$ cat src/rtl/seq_detect_param.sv
// rtl/seq_detect_param.sv - parametrised serial pattern detector with hit counter
// Runtime-loadable pattern, valid-qualified input, overlap/non-overlap, saturating/wrapping count.
module seq_detect_param #(
  parameter int                 PAT_LEN  = 4,
  parameter logic [PAT_LEN-1:0] PATTERN  = 4'b1011,
  parameter int                 CNT_W    = 5,
  parameter bit                 OVERLAP  = 1'b1,
  parameter bit                 SATURATE = 1'b1
) (
  input  logic               clk,
  input  logic               rst,
  input  logic               din_valid,
  input  logic               din,
  input  logic               pat_load,
  input  logic [PAT_LEN-1:0] pat_value,
  input  logic               cnt_clr,
  output logic               hit,
  output logic [CNT_W-1:0]   count,
  output logic               sat
);

  localparam int FILL_W = $clog2(PAT_LEN);
  localparam logic [FILL_W-1:0] FILL_MAX = FILL_W'(PAT_LEN - 1);

  logic [PAT_LEN-1:0] pattern;
  logic [PAT_LEN-2:0] history;
  logic [FILL_W-1:0]  fill;
  logic [PAT_LEN-1:0] window;
  logic               accept;
  logic               match;

  assign accept = din_valid & ~pat_load;
  assign window = {history, din};
  // fill guards against matching on the zeroed history before enough bits arrived
  assign match  = accept && (fill == FILL_MAX) && (window == pattern);

  always_ff @(posedge clk or posedge rst) begin
    if (rst) begin
      pattern <= PATTERN;
      history <= '0;
      fill    <= '0;
      hit     <= 1'b0;
      count   <= '0;
      sat     <= 1'b0;
    end else if (pat_load) begin
      pattern <= pat_value;
      history <= '0;
      fill    <= '0;
      hit     <= 1'b0;
      count   <= '0;
      sat     <= 1'b0;
    end else begin
      hit <= match;
      if (accept) begin
        if (match && !OVERLAP) begin
          history <= '0;
          fill    <= '0;
        end else begin
          history <= window[PAT_LEN-2:0];
          if (fill != FILL_MAX) fill <= fill + FILL_W'(1);
        end
      end
      // a hit coinciding with a clear is counted as the first hit after the clear
      if (cnt_clr) begin
        count <= match ? CNT_W'(1) : '0;
        sat   <= 1'b0;
      end else if (match) begin
        if (SATURATE) begin
          if (&count) sat <= 1'b1;
          else        count <= count + CNT_W'(1);
        end else begin
          count <= count + CNT_W'(1);
          if (&count) sat <= 1'b1;
        end
      end
    end
  end

endmodule

$ cat config.mk
export PLATFORM = sky130hd
export DESIGN_NAME = seq_detect_param
export DESIGN_NICKNAME = d
export VERILOG_FILES = /design/src/rtl/seq_detect_param.sv
export SDC_FILE = /design/constraint.sdc
export NUM_CORES = 1
export LEC_CHECK = 0
export ABC_AREA = 1
export CORE_UTILIZATION = 41
export DETAILED_ROUTE_END_ITERATION = 8
export PLACE_DENSITY_LB_ADDON = 0.2
export RECOVER_POWER = 25
export SLEW_MARGIN = 10
export SYNTH_ARGS = -nofsm -noshare
export SYNTH_HDL_FRONTEND = slang
export SYNTH_SLANG_ARGS = --single-unit
$ cat constraint.sdc
create_clock -name clk -period 3.5 [get_ports clk]
set_input_delay 0.35 -clock clk [delete_from_list [all_inputs] [get_ports clk]]
set_output_delay 0.35 -clock clk [all_outputs]
set_load 0.01 [all_outputs]
# [After elaboration in Yosys (flattened, before gate mapping)]
# Cells that the tools add are included.
[totals] rom_bits=0 input_bits=10 latchBits=0 regBits=16 ram_bits=0 output_inout_bits=7 memories=0
[classes] div_mod_pow=0 n_reduce_logical=10 n_bitwise=2 addsub=2 n_lt_le_gt_ge=0 mul=0 eq_ne=4 muxes=15 shifts=0
[op_table] cell="5-bit 2-to-1 mux" n=4
[op_table] cell="1-bit 2-to-1 mux" n=6
[op_table] cell="2-bit 2-to-1 mux" n=3
[op_table] cell="3-bit 2-to-1 mux" n=2
[op_table] cell="2-bit AND reduction" n=3
[op_table] cell="3-bit nonzero test" n=2
[op_table] cell="5-bit by 1-bit adder with 5-bit output, second input constant" n=1
[op_table] cell="5-bit AND reduction" n=1
[op_table] cell="4-bit equality test" n=1
[op_table] cell="2-bit nonzero test" n=2
[op_table] cell="3-bit != test, second input constant" n=1
[op_table] cell="2-bit by 1-bit adder with 2-bit output, second input constant" n=1
[op_table] cell="2-bit equality test, second input constant" n=1
[op_table] cell="1-bit logical AND" n=2
[op_table] cell="2-bit != test, second input constant" n=1
[op_table] cell="1-bit AND" n=1
[op_table] cell="1-bit NOT" n=1

# [Longest topological paths before layout]
[depth] word_depth=7 ltp_mapped=9 ltp_nobuf=9

# [Least setup slack after synthesis]
# OpenSTA, ideal clock, no wires.
[synth_path] kind="reg2reg" start="register count[0]" end="register count[2]" stages_incl_launch_ff=10 n_path_buf=0 arrival_time_ns=1.371 path_slack_ns=2.062 synth_period_minus_slack_ns=1.438 required_ns=3.434 setup_time_ns=0.066 path_cell_list="dfrtp_1 > ha_1 > nand2_1 > nor2_1 > ha_1 > inv_1 > nand4_4 > nand2_4 > nand2_1 > nand2_1"
[synth_between] elab_chain_len=5
[synth_rtl] item="start: declaration" line="18" source="output logic [CNT_W-1:0] count,"
[synth_rtl] item="start signal: assignment" line="65" source="count <= match ? CNT_W'(1) : '0;"
[synth_rtl] item="start signal: assignment" line="70" source="else count <= count + CNT_W'(1);"
[synth_rtl] item="start signal: assignment" line="72" source="count <= count + CNT_W'(1);"
[synth_rtl] item="5-bit by 1-bit adder with 5-bit output"
[synth_rtl] item="5-bit 2-to-1 mux" line="69" source="if (&count) sat <= 1'b1;"
[synth_rtl] item="5-bit 2-to-1 mux" line="67" source="end else if (match) begin"
[synth_rtl] item="5-bit 2-to-1 mux" line="64" source="if (cnt_clr) begin"
[synth_rtl] item="5-bit 2-to-1 mux" line="45" source="end else if (pat_load) begin"
# Parallel ways exist; a longest one is shown, timed or not. The select of a mux whose other input is x is not followed.
# A chain may end at the register's enable or synchronous reset.

# [Final worst setup path]
[layout_path] start="register count[0]" end="output count[0]"
# No word-level cell between the ends.

==> impl_metrics.env <==
export IMPL_viasPerCell=4.77
export IMPL_synthTopCellsByCount="nand2_1, inv_1, dfrtp_1"
export IMPL_finalWirelength_um=1580
export IMPL_core_area_um2=1980
export IMPL_postLayoutCoreUtil_pct=55.3
export IMPL_min_path_type="flip-flop to flip-flop"
export IMPL_leakagePower_nw=0.535
export IMPL_dp_cells=150
export IMPL_startpoint="count[0]"
export IMPL_finalCritPeriodShare_pct=48.0
export IMPL_tns_ps=0
export IMPL_crit_fanout=6
export IMPL_cp_slowest_stage_delay_ps=580
export IMPL_synth_largest_type_area_fraction_pct=37.4
export IMPL_synth_fp_nets=121
export IMPL_synth_avg_cell_area_um2=8.05
export IMPL_r2r_start="count[0]"
export IMPL_final_max_slew_viol_count=0
export IMPL_dpl_cell_area_um2=1060
export IMPL_relSlewSlack_pct=60.7
export IMPL_synth_seq_area_share_pct=46.5
export IMPL_synth_distinct_cells=22
export IMPL_netlist_instances=108
export IMPL_tightest_slew_ps=588
export IMPL_fmax_ghz=0.596
export IMPL_ir_drop_v=0.000266
export IMPL_netlist_area_um2=870
export IMPL_syn_to_final_growth_pct=26.0
export IMPL_crit_path_end_kind="output port"
export IMPL_whs_ps=491
export IMPL_postCtsResizedCells=0
export IMPL_firstDrtPassIters=4
export IMPL_use_met3_pct=6.79
export IMPL_numCtsBuffers=3
export IMPL_timing_critical_path_from_type="flip-flop"
export IMPL_die_w_um=48.1
export IMPL_synth_flop_cell="dfrtp_1"
export IMPL_grt_busiest_layer="met2"
export IMPL_setup_viol=0
export IMPL_setup_worst_path_end="count[0]"
export IMPL_clock_root_buffer="clkbuf_4"
export IMPL_grt_ovfl_total=0
export IMPL_cp_required_ps=3150
export IMPL_drtIter0Drc=14
export IMPL_crit_cells=1
export IMPL_cp_data_arrival_time_ps=1330
export IMPL_power_density_nw_per_um2=342
export IMPL_drtAntennaViolNets=0
export IMPL_rsz0062_at_grt="no"
export IMPL_whs_path_depth=2
export IMPL_dieArea_um2=2310
export IMPL_cts_setup_buffers=0
export IMPL_hold_viol=0
export IMPL_crit_family="buffers and inverters"
export IMPL_gr_usage_met2_pct=23.5
export IMPL_path_class="flip-flop to output port"
export IMPL_async_reset_ff_share_pct=100
export IMPL_drt_wirelength_per_cell_um=10.2
export IMPL_clock_sinks=16
export IMPL_row_count=16
export IMPL_drc=0
export IMPL_grt_pass1_wl_um=2460
export IMPL_final_cells=154
export IMPL_io_buffers=16
export IMPL_synthTopCellsByArea="dfrtp_1, nand2_1, dfstp_2"
export IMPL_cts_htree_levels=1
export IMPL_crit_chain="clkdlybuf4s50_1"
export IMPL_ff2ff_setup_slack_ps=1910
export IMPL_path_clk_slew_ps=90
export IMPL_clk_latency_ps=280
export IMPL_grtUsageMet1_pct=21.7
export IMPL_critPathSlowestCell="clkdlybuf4s50_1"
export IMPL_fin_area_um2=1100
export IMPL_period_needed_ps=1680
export IMPL_die_y_um=48.1
export IMPL_cts_tree="built"
export IMPL_grt_max_degree=17
export IMPL_rr_worst_depth=9
export IMPL_finalNetCount=141
export IMPL_clock_path_buffers=2
export IMPL_status="complete, no violations"
export IMPL_dpl_hpwl_um=1200
export IMPL_synth_edf_count=0
export IMPL_dr_total_vias=735
export IMPL_num_io_pins=17
export IMPL_hold_buffers=0
export IMPL_ys_warn_count=0
export IMPL_grt_pass1_vias=583
export IMPL_yosys_cell_count_top_type="nand2_1"
export IMPL_yosysTopAreaCell="dfrtp_1"
export IMPL_fin_skew_ps=4.57
export IMPL_critPathBufInv=1
export IMPL_maxCapViolations=0
export IMPL_drive_above_1_share_pct=11.8
export IMPL_postSynthRegisterBits=16
export IMPL_initial_core_util_pct=43.9
export IMPL_n_antenna_cell=0
export IMPL_routabilityCongestion=0.765
export IMPL_grt_use_total_pct=16.2
export IMPL_r2r_end="count[3]"
export IMPL_antenna_found_initial=0
==> per-stage QoR <==
stage | power (mW) | setup slack, ps
after global routing | 0.397 | 1740
after CTS | 0.380 | 1820
after detailed placement | 0.263 | 1550
after floorplan | 0.240 | 2060
final | 0.375 | 1820
after global placement | 0.262 | 1590
==> layout make-up <==
class | count | area (µm²)
Fill cell | 187 | 886
Sequential cell | 16 | 404
Clock buffer | 4 | 36.3
Inverter | 17 | 63.8
Timing Repair Buffer | 16 | 160
Tap cell | 27 | 33.8
Multi-Input combinational cell | 74 | 398
==> worst reg2reg max path: stages, from the launching register on <==
cell,delay [ps]
dfrtp_1,460
ha_1,250
nand2_1,90
nor2_1,50
ha_1,190
inv_1,90
nand4_4,150
nand2_4,120
nand2_1,50
nand2_1,60
==> registers in the layout, summed over array words and instances, names as in the netlist <==
register,cells
hit,1
count,5
fill,2
history,3
sat,1
pattern,4
==> layout by cell type (no fill, tap or decap), drive strengths merged <==
cell / netlist / layout
nand2: 34 / 34
inv: 17 / 17
clkdlybuf4s50: 0 / 15
dfrtp: 13 / 13
nor2: 11 / 11
nand3: 9 / 9
o21ai: 6 / 6
nand4: 4 / 4
clkbuf: 1 / 4
ha: 3 / 3
dfstp: 3 / 3
o22ai: 2 / 2
xnor2: 1 / 1
a21boi: 1 / 1
nor4: 1 / 1
and3: 1 / 1
a21oi: 1 / 1
dlygate4sd3: 0 / 1
==> logic make-up after synthesis <==
logic type               count (synthesis)  synth area share (%)
AO/OA/AOI/OAI                           10                  6.33
XOR/XNOR                                 1                  1.87
adder cells (fa/ha/maj)                  3                  4.32
buffers and inverters                   18                  7.77
flip-flops                              16                  46.5
AND/OR/NAND/NOR                         60                  33.2
==> layer usage <==
metal | vias up | routed length [µm]
met5 | - | 0
met4 | 0 | 29
met3 | 4 | 77
met2 | 15 | 669
met1 | 328 | 801
li1 | 388 | -
==> power breakdown <==
part | switching (mW) | internal [mW]
sequential | 0.00732 | 0.196
combinational | 0.0316 | 0.0241
clock | 0.0525 | 0.0633
total | 0.0914 | 0.284
==> worst min-delay path by stage <==
stage / from / slack, ps / to
6_report: pattern[3] / 490 / pattern[3]
5_1_grt: pattern[0] / 520 / pattern[0]
4_1_cts: rst / 440 / count[2]
3_5_place_dp: pattern[3] / 480 / pattern[3]
3_3_place_gp: pattern[3] / 490 / pattern[3]
2_1_floorplan: rst / 260 / count[0]
Note: power is estimated with default switching activity, not from simulation.
==> RTL change (config.mk and constraints unchanged) <==
`OVERLAP`: 1'b1 -> 1'b0.
--- a/src/rtl/seq_detect_param.sv
+++ b/src/rtl/seq_detect_param.sv
@@ -6,3 +6,3 @@
   parameter int                 CNT_W    = 5,
-  parameter bit                 OVERLAP  = 1'b1,
+  parameter bit                 OVERLAP  = 1'b0,
   parameter bit                 SATURATE = 1'b1
Function: changed (Yosys sat finds a counterexample within 10 cycles, from zero or initial values and one cycle with rst high).
==> RTL change against the original RTL <==
- power rose by 1.0%
- via count grew 0.54%
- worst setup slack got worse by 0.081 ns
- routed wire length is 6.7% higher
- sequential share of layout area down 2.3 points
- cell area rose by 6.6%
- clock skew grew 0.0053 ns
- count of clock-buffer cells in the layout unchanged
- non-clock buffer count did not move
- sequential cell count did not move
- critical path depth increased by 8
- area after synthesis rose by 11%
- largest cell class is now multi-input gates
- largest power group unchanged
==> RTL change: results (changes against the original RTL) <==
Buffers on Ports 16 (unchanged); met2 usage 0.251 (+0.0160); top cells by area, synth dfrtp_1 (34%), nand2_1 (12%), dfstp_2 (8.2%); mux share of post-synthesis cell area 0 (unchanged); setup repair bufs after CTS 0 (unchanged); DRT Pass-1 Iters 4 (unchanged); met1 WL 889 um (+11%); status completed; fillcell total 236 (+26%); DP Area 0.00114 sq mm (+7.8%); area occupied by registers 404 sq um (unchanged); M3 GR Usage 0.0273 (-0.0407); layout cells sized above 1 0.174 (+0.0561); fraction of the mapped netlist area in adder cells 0.0390 (-0.00420); DP HPWL 1280 um (+6.3%); CP top delay family buffers and inverters; Max Root-Sink Buffers 2 (unchanged); synthesized net count 127 (+5.0%); Hold Worst Slack 0.483 ns (-0.00783 ns); crit path DAT 1.95 ns (+0.62 ns); most used flip-flop cell after synthesis dfrtp_1; top flop regs count (5), pattern (4), history (3); worst-margin pin slew 0.671 ns (+0.0826 ns); first-pass GRT wire length 3170 um (+29%); clock latency on the worst-skew pair between 0.2 and 0.3 ns; synth unique cells 26 (+18%); GR Util met1 0.225 (+0.00790); Worst-path clk slew 0.09 ns (about the same); Worst VDD drop 0.211 mV (-21%); Met2 Wirelength 715 um (+6.9%); Mapped Cells 114 (+5.6%); sw power 0.108 mW (+18%); Leak 0.554 nW (+3.5%); Synth Area in Compound Gates 0.0403 (-0.0230); final WL 1680 um (+6.7%); max incr delay on CP 0.76 ns (+0.18 ns); diode count 0 (unchanged); GR Util All Layers 0.167 (+0.00497); Synth top cells by count nand2_1 (32), inv_1 (14), dfrtp_1 (13); # nets final 146 (+3.5%); Detail Route met3 WL 36 um (-53%); Iteration-0 DRC Markers 9 (-5); TritonCTS Buffers 3 (unchanged); vias 739 (+0.54%); Non-Filler Instances 160 (+3.9%); clk root buf clkbuf_4; Fin Clk Skew 0.00982 ns (+0.00525 ns); Final Worst Setup Slack 1.74 ns (-0.0815 ns); CP Max Fanout 15 (+9); DP Worst Slack 1.42 ns (-0.130 ns); GP Congestion 0.758 (-0.88%); CTS H-tree depth 1 (unchanged); post-synthesis sequential area ratio 0.419 (-0.0453); xor and xnor fraction of the mapped netlist area 0.0169 (-0.00182); top routing layer used met4
RTL change: power groups by stage:
stage | registers (mW) | clock network [mW] | logic (mW)
after global placement | 0.209 | 0 | 0.0700
after global routing | 0.207 | 0.120 | 0.0778
after CTS | 0.206 | 0.112 | 0.0701
final | 0.206 | 0.105 | 0.0684
after floorplan | 0.208 | 0 | 0.0498
after detailed placement | 0.209 | 0 | 0.0697
RTL change: area by class of cell:
class | count | share of cell area
Clock buffer | 4 | 0.0225
Inverter | 17 | 0.0589
Multi-Input combinational cell | 79 | 0.406
Sequential cell | 16 | 0.346
Tap cell | 28 | 0.0300
Timing Repair Buffer | 16 | 0.137
RTL change: path summary, 6_finish.rpt:
kind | startpoint | end | cells past startpoint
max in group asynchronous | rst | fill[1] | 2
min in group asynchronous | rst | sat | 2
min reg2reg | fill[1] | fill[1] | 2
max | pat_load | fill[0] | 9
max reg2reg | count[0] | count[3] | 9
min | fill[1] | fill[1] | 2
